File: config.mk
export PLATFORM = sky130hd
export DESIGN_NAME = i2s_frame_serializer
export DESIGN_NICKNAME = d
export VERILOG_FILES = /design/src/rtl/i2s_frame_serializer.sv
export SDC_FILE = /design/constraint.sdc
export NUM_CORES = 1
export LEC_CHECK = 0
export BUFFER_PORTS_ARGS = -buffer_cell sky130_fd_sc_hd__buf_4
export CORE_MARGIN = 5
export CORE_UTILIZATION = 24
export CTS_CLUSTER_SIZE = 20
export DETAILED_ROUTE_END_ITERATION = 10
export PLACE_DENSITY = 0.4
export SLEW_MARGIN = 15
export SYNTH_ARGS = -nofsm -noshare
export SYNTH_HDL_FRONTEND = slang
export SYNTH_SLANG_ARGS = --single-unit
File: constraint.sdc
create_clock -name OSC_CLK -period 2.6 [get_ports OSC_CLK]
set_clock_uncertainty 0.05 [all_clocks]
set_input_delay 0.52 -clock OSC_CLK [delete_from_list [all_inputs] [get_ports OSC_CLK]]
set_output_delay 0.52 -clock OSC_CLK [all_outputs]
set_load 0.03 [all_outputs]
File: src/rtl/i2s_frame_serializer.sv
// Slave-side I2S transmitter: follows an externally generated BCK/LRCK frame
// (oversampled on OSC_CLK) and shifts buffered stereo samples out MSB first.
module i2s_frame_serializer #(
`ifdef _24BitAudio
    parameter int DATA_WIDTH = 24,
`else
    parameter int DATA_WIDTH = 16,
`endif
    parameter int SLOT_BITS  = 32
) (
    input  logic                  OSC_CLK,
    input  logic                  iRST_N,
    input  logic                  iAUD_BCK,
    input  logic                  iAUD_LRCK,
    input  logic [DATA_WIDTH-1:0] iL_DATA,
    input  logic [DATA_WIDTH-1:0] iR_DATA,
    input  logic                  iSAMPLE_VALID,
    output logic                  oSAMPLE_READY,
    output logic                  oAUD_DATA,
    output logic                  oUNDERRUN,
    output logic                  oFRAME_ERR
);

    localparam int         PAD_BITS = SLOT_BITS - DATA_WIDTH;
    localparam logic [5:0] SLOT_CNT = 6'(SLOT_BITS);
    localparam logic [5:0] CNT_MAX  = 6'd63;

    logic [2:0]            bck_q,    bck_d;
    logic [1:0]            lrck_q,   lrck_d;
    logic                  lr_last_q, lr_last_d;
    logic [SLOT_BITS-1:0]  sh_q,     sh_d;
    logic                  data_q,   data_d;
    logic [5:0]            cnt_q,    cnt_d;
    logic                  locked_q, locked_d;
    logic                  empty_q,  empty_d;
    logic [DATA_WIDTH-1:0] hold_l_q, hold_l_d;
    logic [DATA_WIDTH-1:0] hold_r_q, hold_r_d;
    logic [DATA_WIDTH-1:0] rsave_q,  rsave_d;
    logic                  und_q,    und_d;
    logic                  ferr_q,   ferr_d;

    logic                  fall_s;
    logic                  lr_now_s;
    logic                  boundary_s;
    logic [DATA_WIDTH-1:0] word_s;

    // Next-state: synchronisers, holding-register handshake, shifter and frame check
    always_comb begin
        bck_d      = {bck_q[1:0], iAUD_BCK};
        lrck_d     = {lrck_q[0], iAUD_LRCK};
        lr_last_d  = lr_last_q;
        sh_d       = sh_q;
        data_d     = data_q;
        cnt_d      = cnt_q;
        locked_d   = locked_q;
        empty_d    = empty_q;
        hold_l_d   = hold_l_q;
        hold_r_d   = hold_r_q;
        rsave_d    = rsave_q;
        und_d      = 1'b0;
        ferr_d     = 1'b0;
        word_s     = '0;
        fall_s     = bck_q[2] & ~bck_q[1];
        lr_now_s   = lrck_q[1];
        boundary_s = fall_s & (lr_now_s != lr_last_q);

        if (iSAMPLE_VALID && empty_q) begin
            hold_l_d = iL_DATA;
            hold_r_d = iR_DATA;
            empty_d  = 1'b0;
        end else begin
            empty_d  = empty_q;
        end

        // A write racing an empty-register left boundary stays queued for the next frame.
        if (fall_s) begin
            data_d    = sh_q[SLOT_BITS-1];
            lr_last_d = lr_now_s;
            if (boundary_s) begin
                cnt_d    = 6'd1;
                locked_d = 1'b1;
                if (locked_q && (cnt_q != SLOT_CNT)) begin
                    ferr_d = 1'b1;
                end else begin
                    ferr_d = 1'b0;
                end
                if (!lr_now_s) begin
                    if (!empty_q) begin
                        word_s  = hold_l_q;
                        rsave_d = hold_r_q;
                        empty_d = 1'b1;
                    end else begin
                        word_s  = '0;
                        rsave_d = '0;
                        und_d   = 1'b1;
                    end
                end else begin
                    word_s = rsave_q;
                end
                sh_d = {word_s, {PAD_BITS{1'b0}}};
            end else begin
                sh_d  = {sh_q[SLOT_BITS-2:0], 1'b0};
                cnt_d = (cnt_q == CNT_MAX) ? cnt_q : cnt_q + 6'd1;
            end
        end else begin
            sh_d = sh_q;
        end
    end

    // State register with asynchronous active-low reset
    always_ff @(posedge OSC_CLK or negedge iRST_N) begin
        if (!iRST_N) begin
            bck_q     <= 3'b000;
            lrck_q    <= 2'b00;
            lr_last_q <= 1'b0;
            sh_q      <= '0;
            data_q    <= 1'b0;
            cnt_q     <= 6'd0;
            locked_q  <= 1'b0;
            empty_q   <= 1'b1;
            hold_l_q  <= '0;
            hold_r_q  <= '0;
            rsave_q   <= '0;
            und_q     <= 1'b0;
            ferr_q    <= 1'b0;
        end else begin
            bck_q     <= bck_d;
            lrck_q    <= lrck_d;
            lr_last_q <= lr_last_d;
            sh_q      <= sh_d;
            data_q    <= data_d;
            cnt_q     <= cnt_d;
            locked_q  <= locked_d;
            empty_q   <= empty_d;
            hold_l_q  <= hold_l_d;
            hold_r_q  <= hold_r_d;
            rsave_q   <= rsave_d;
            und_q     <= und_d;
            ferr_q    <= ferr_d;
        end
    end

    assign oSAMPLE_READY = empty_q;
    assign oAUD_DATA     = data_q;
    assign oUNDERRUN     = und_q;
    assign oFRAME_ERR    = ferr_q;

endmodule

* Word level (Yosys, flattened, before mapping)
Index checks and enable logic that the tools add are counted.
** Word-level totals
- Flip-flop bits (word level) :: 97
- Bits of input ports :: 37
- Output and inout bits :: 4
- Logic and storage cells :: 45
** Cells by class
- Add/sub/neg operators :: 1
- Equality and inequality tests :: 4
- Multiplexer cells :: 18
- Bitwise logic cells :: 4
- Reductions and logical operators :: 5
** Operators with widths (number)
- $mux W16 :: 3
- $mux W32 :: 1
- $mux W1 :: 12
- $mux W6 :: 2
- $add A6 B1 Y6 const B :: 1
- $eq A6 B6 Y1 const B :: 1
- $ne A6 B6 Y1 const B :: 1
- $reduce_and A2 Y1 :: 2
- $reduce_and A3 Y1 :: 1
- $and A1 B1 Y1 :: 2
- $logic_and A1 B1 Y1 :: 2
- $ne A2 B2 Y1 const B :: 1
- $not A1 Y1 :: 2
- $ne A1 B1 Y1 :: 1

* Longest topological paths before layout
- Word-level depth :: 6
- Depth in mapped cells :: 6
- Gate-level depth less buffers :: 4

* Worst setup path after synthesis
No wires, ideal clock.
- Path kind :: flip-flop to flip-flop
- Start :: register empty_q, in the netlist oSAMPLE_READY
- End :: register hold_l_q[0]
- Library setup time :: 0.125 ns
- Arrival time :: 1.261 ns
- Data required time :: 2.425 ns
- Setup slack :: 1.164 ns
- Cell stages (with the launch flop) :: 4
- Buffers on the path :: 1
- Clock period less this slack :: 1.436 ns
- Cells stage by stage :: dfstp_2 nand2_1 buf_2 mux2_2
** Between the ends
- Longest elaborated chain between the ends :: 1
** Ends and longest elaborated chain
- start: declaration :: RTL line 35 : logic empty_q, empty_d;
- start signal: assignment :: RTL line 134 : empty_q <= empty_d;
- $logic_and A1 B1 Y1 :: RTL line 67 : if (iSAMPLE_VALID && empty_q) begin
- end signal: assignment :: RTL line 135 : hold_l_q <= hold_l_d;
- end: declaration :: RTL line 36 : logic [DATA_WIDTH-1:0] hold_l_q, hold_l_d;
Every way passes these cells.
A chain may end at the register's enable or synchronous reset.

* Worst setup path after layout
- Start :: register lrck_q[1]
- End :: register locked_q
** Between the ends
- Longest elaborated chain between the ends :: 3
** Ends and longest elaborated chain
- start: declaration :: RTL line 29 : logic [1:0] lrck_q, lrck_d;
- start signal: assignment :: RTL line 128 : lrck_q <= lrck_d;
- $ne A1 B1 Y1 :: RTL line 65 : boundary_s = fall_s & (lr_now_s != lr_last_q);
- $and A1 B1 Y1 :: RTL line 65
- $reduce_and A2 Y1 (no line)
- end signal: assignment :: RTL line 133 : locked_q <= locked_d;
- end: declaration :: RTL line 34 : logic locked_q, locked_d;
Every way passes these cells.

==> flow_summary.ini <==
[floorplanning]
die_area_um2 = 17200
die_y_um = 131
rows = 44
fp.dieW_um = 131
core-area_um2 = 14500
start_util = 0.244
ios = 41

[timing]
setup_viol = 0
tightest_slew_ns = 0.731
slew_headroom = 0.512
rsz0062_at_grt = no
fin_ws_ns = 0.881
finalSetupTns_ns = 0
slew_viol_final = 0
max_freq_mhz = 582
final_hold_viol_count = 0
post-route-period-util = 0.661
fin_crit_ns = 1.72

[clock_tree]
cts_root_buf = clkbuf_16
post-cts-setup-buffers = 0
htreeDepth = 3
tritoncts = yes
clk_latency_ns = 0.34
cts_resized = 0
clkTransAtPathRegs_ns = 0.07
clock-sinks = 81
hold_buffers = 0
cts_buffers = 9
clockBufferDepth = 2

[power]
p_leak_uw = 0.00189
cellPowerDensity_nw_per_um2 = 1010
peakVddDrop_v = 0.000518

[cells_and_area]
drive_gt1_frac = 0.282
final_area_um2 = 4310
mostFrequentLayoutCell = dfrtp_1
diodes = 0
mostFrequentLayoutCells = dfrtp_1, nand2_1, buf_4
nNetsFinal = 385
areaGrowthSynthToFinish_pct = 22.3
fin_cells = 535

[setup_path]
worstSetupEndpointType = flop
worstPathCellList = buf_4, xnor2_1, nor2_1, or2_2
slowest_stage = xnor2_1
critical-path-top-delay-family = XOR/XNOR gates
cp-start-kind = flop
critPathMaxFanout = 50
cp.arrival_ns = 1.89
worstPathBufferInverterCount = 1
max_stage_delay_ns = 0.43
required_ns = 2.77
worst-setup-path-type = flop to flop

[drt]
finalWirelength_um = 8080
postRouteAntennaNets = 0
dr.pass1.iters = 4
drc = 0
drtIter0Drc = 137
route.vias.total = 2406
wl_per_cell_um = 15.1
viasPerCell = 4.50

[synth]
synth_top_area_share = 0.567
syn-instance-count = 310
syn_area_um2 = 3530
synth-async-reset-ratio = 1.00
synth_top_cell_by_area = dfrtp_1
synth_cell_types = 35
yosysWarnings = 0
synth_flop_cell = dfrtp_1
syn-num-nets = 349
synth_top_cells_by_area = dfrtp_1, mux2_2, nand2_1
ys_seq_elements = 81
avgSynthCellArea_um2 = 11.4
ys_seq_area_frac = 0.575
synth_edf_count = 0

[flow_run]
max-cap-violations = 0

[global_route]
grt_use_total = 0.0973
grt_busiest_layer = met1
grt_use_met2 = 0.135
grt_overflow = 0
grt_first_pass_wirelength_um = 13400
grt_antenna_before_repair = 0
met1_usage = 0.137
grt_pass1_vias = 2439
grt_max_degree = 51
gr-usage-met3 = 0.0363

[place]
dp.cells = 519
routabilityCongestion = 0.682
dp_hpwl_um = 5300
pre_cts_ws_ns = 0.664
port_buffers = 40
placed_area_um2 = 4020

[run_status]
status = complete, no violations

[min_path]
min_path_type = input pin to async pin
==> per-layer routing <==
metal  wire length, um  vias up
li1                  -     1189
met1              4150     1163
met2              3380       43
met3               398       11
met4               150        0
met5                 0        -
==> state kept, by name (all words and copies together), names as in the netlist, 2 cells and up <==
signal / cells
rsave_q: 16
hold_r_q: 16
bck_q: 3
sh_q: 16
lrck_q: 2
cnt_q: 6
hold_l_q: 16
==> cell type report <==
cell class	count	area, um2
clock buffers	10	229
clock inverters	6	66.3
fillers	1515	10200
inverters	4	15.0
multi-input cells	201	1370
flip-flops and latches	81	2030
well taps	184	230
repair buffers	49	380
==> worst reg2reg max path: stages (launching register included) <==
cell and delay [ns]:
dfrtp_1 0.39, buf_4 0.29, xnor2_1 0.44, nor2_1 0.12, or2_2 0.31
==> stage by stage <==
step | hold slack [ns] | util | total power, uW
2_1_floorplan | 0.174 | - | 2760
3_3_place_gp | 0.289 | 0.277 | 3110
3_5_place_dp | 0.290 | 0.277 | 3130
4_1_cts | 0.143 | 0.298 | 4440
5_1_grt | 0.177 | 0.298 | 4650
6_report | 0.124 | 0.298 | 4360
==> cells in the mapped netlist, types with 2 or more instances <==
master / number
a21oi_1: 5
buf_2: 10
nand2_1: 54
o21ai_0: 20
and3_1: 3
o31ai_1: 16
clkbuf_1: 8
mux2_2: 32
a221oi_1: 15
a211oi_1: 15
nor3_1: 2
buf_4: 5
nor2_1: 3
nor2b_1: 16
inv_1: 2
a41oi_1: 2
dfrtp_1: 80
clkinv_1: 2
nand3_1: 3
ha_1: 2
==> logic make-up after synthesis <==
family,synth area share
mux,0.105
flops,0.575
fa+ha+maj,0.00709
compound gates,0.159
buf+inv,0.0390
simple gates,0.113
xor+xnor,0.00248
==> final timing paths <==
path / cells past startpoint / end / slack, ns / start
min in group OSC_CLK: 1 / bck_q[0] / 0.24 / iAUD_BCK
setup reg to reg: 4 / locked_q / 0.88 / lrck_q[1]
hold / removal: 1 / sh_q[26] / 0.12 / iRST_N
setup / recovery: 4 / locked_q / 0.88 / lrck_q[1]
max in group asynchronous: 2 / oSAMPLE_READY / 1.69 / iRST_N
hold reg to reg: 0 / bck_q[1] / 0.32 / bck_q[0]
==> report_power, final <==
| group | switching (uW) | internal [uW] | leakage [uW] |
|---|---|---|---|
| sequential | 338 | 1740 | 0.000995 |
| clock | 534 | 748 | 0.000147 |
| combinational | 465 | 531 | 0.000751 |
| total | 1340 | 3020 | 0.00189 |
Power figures use the tool's default switching activity.
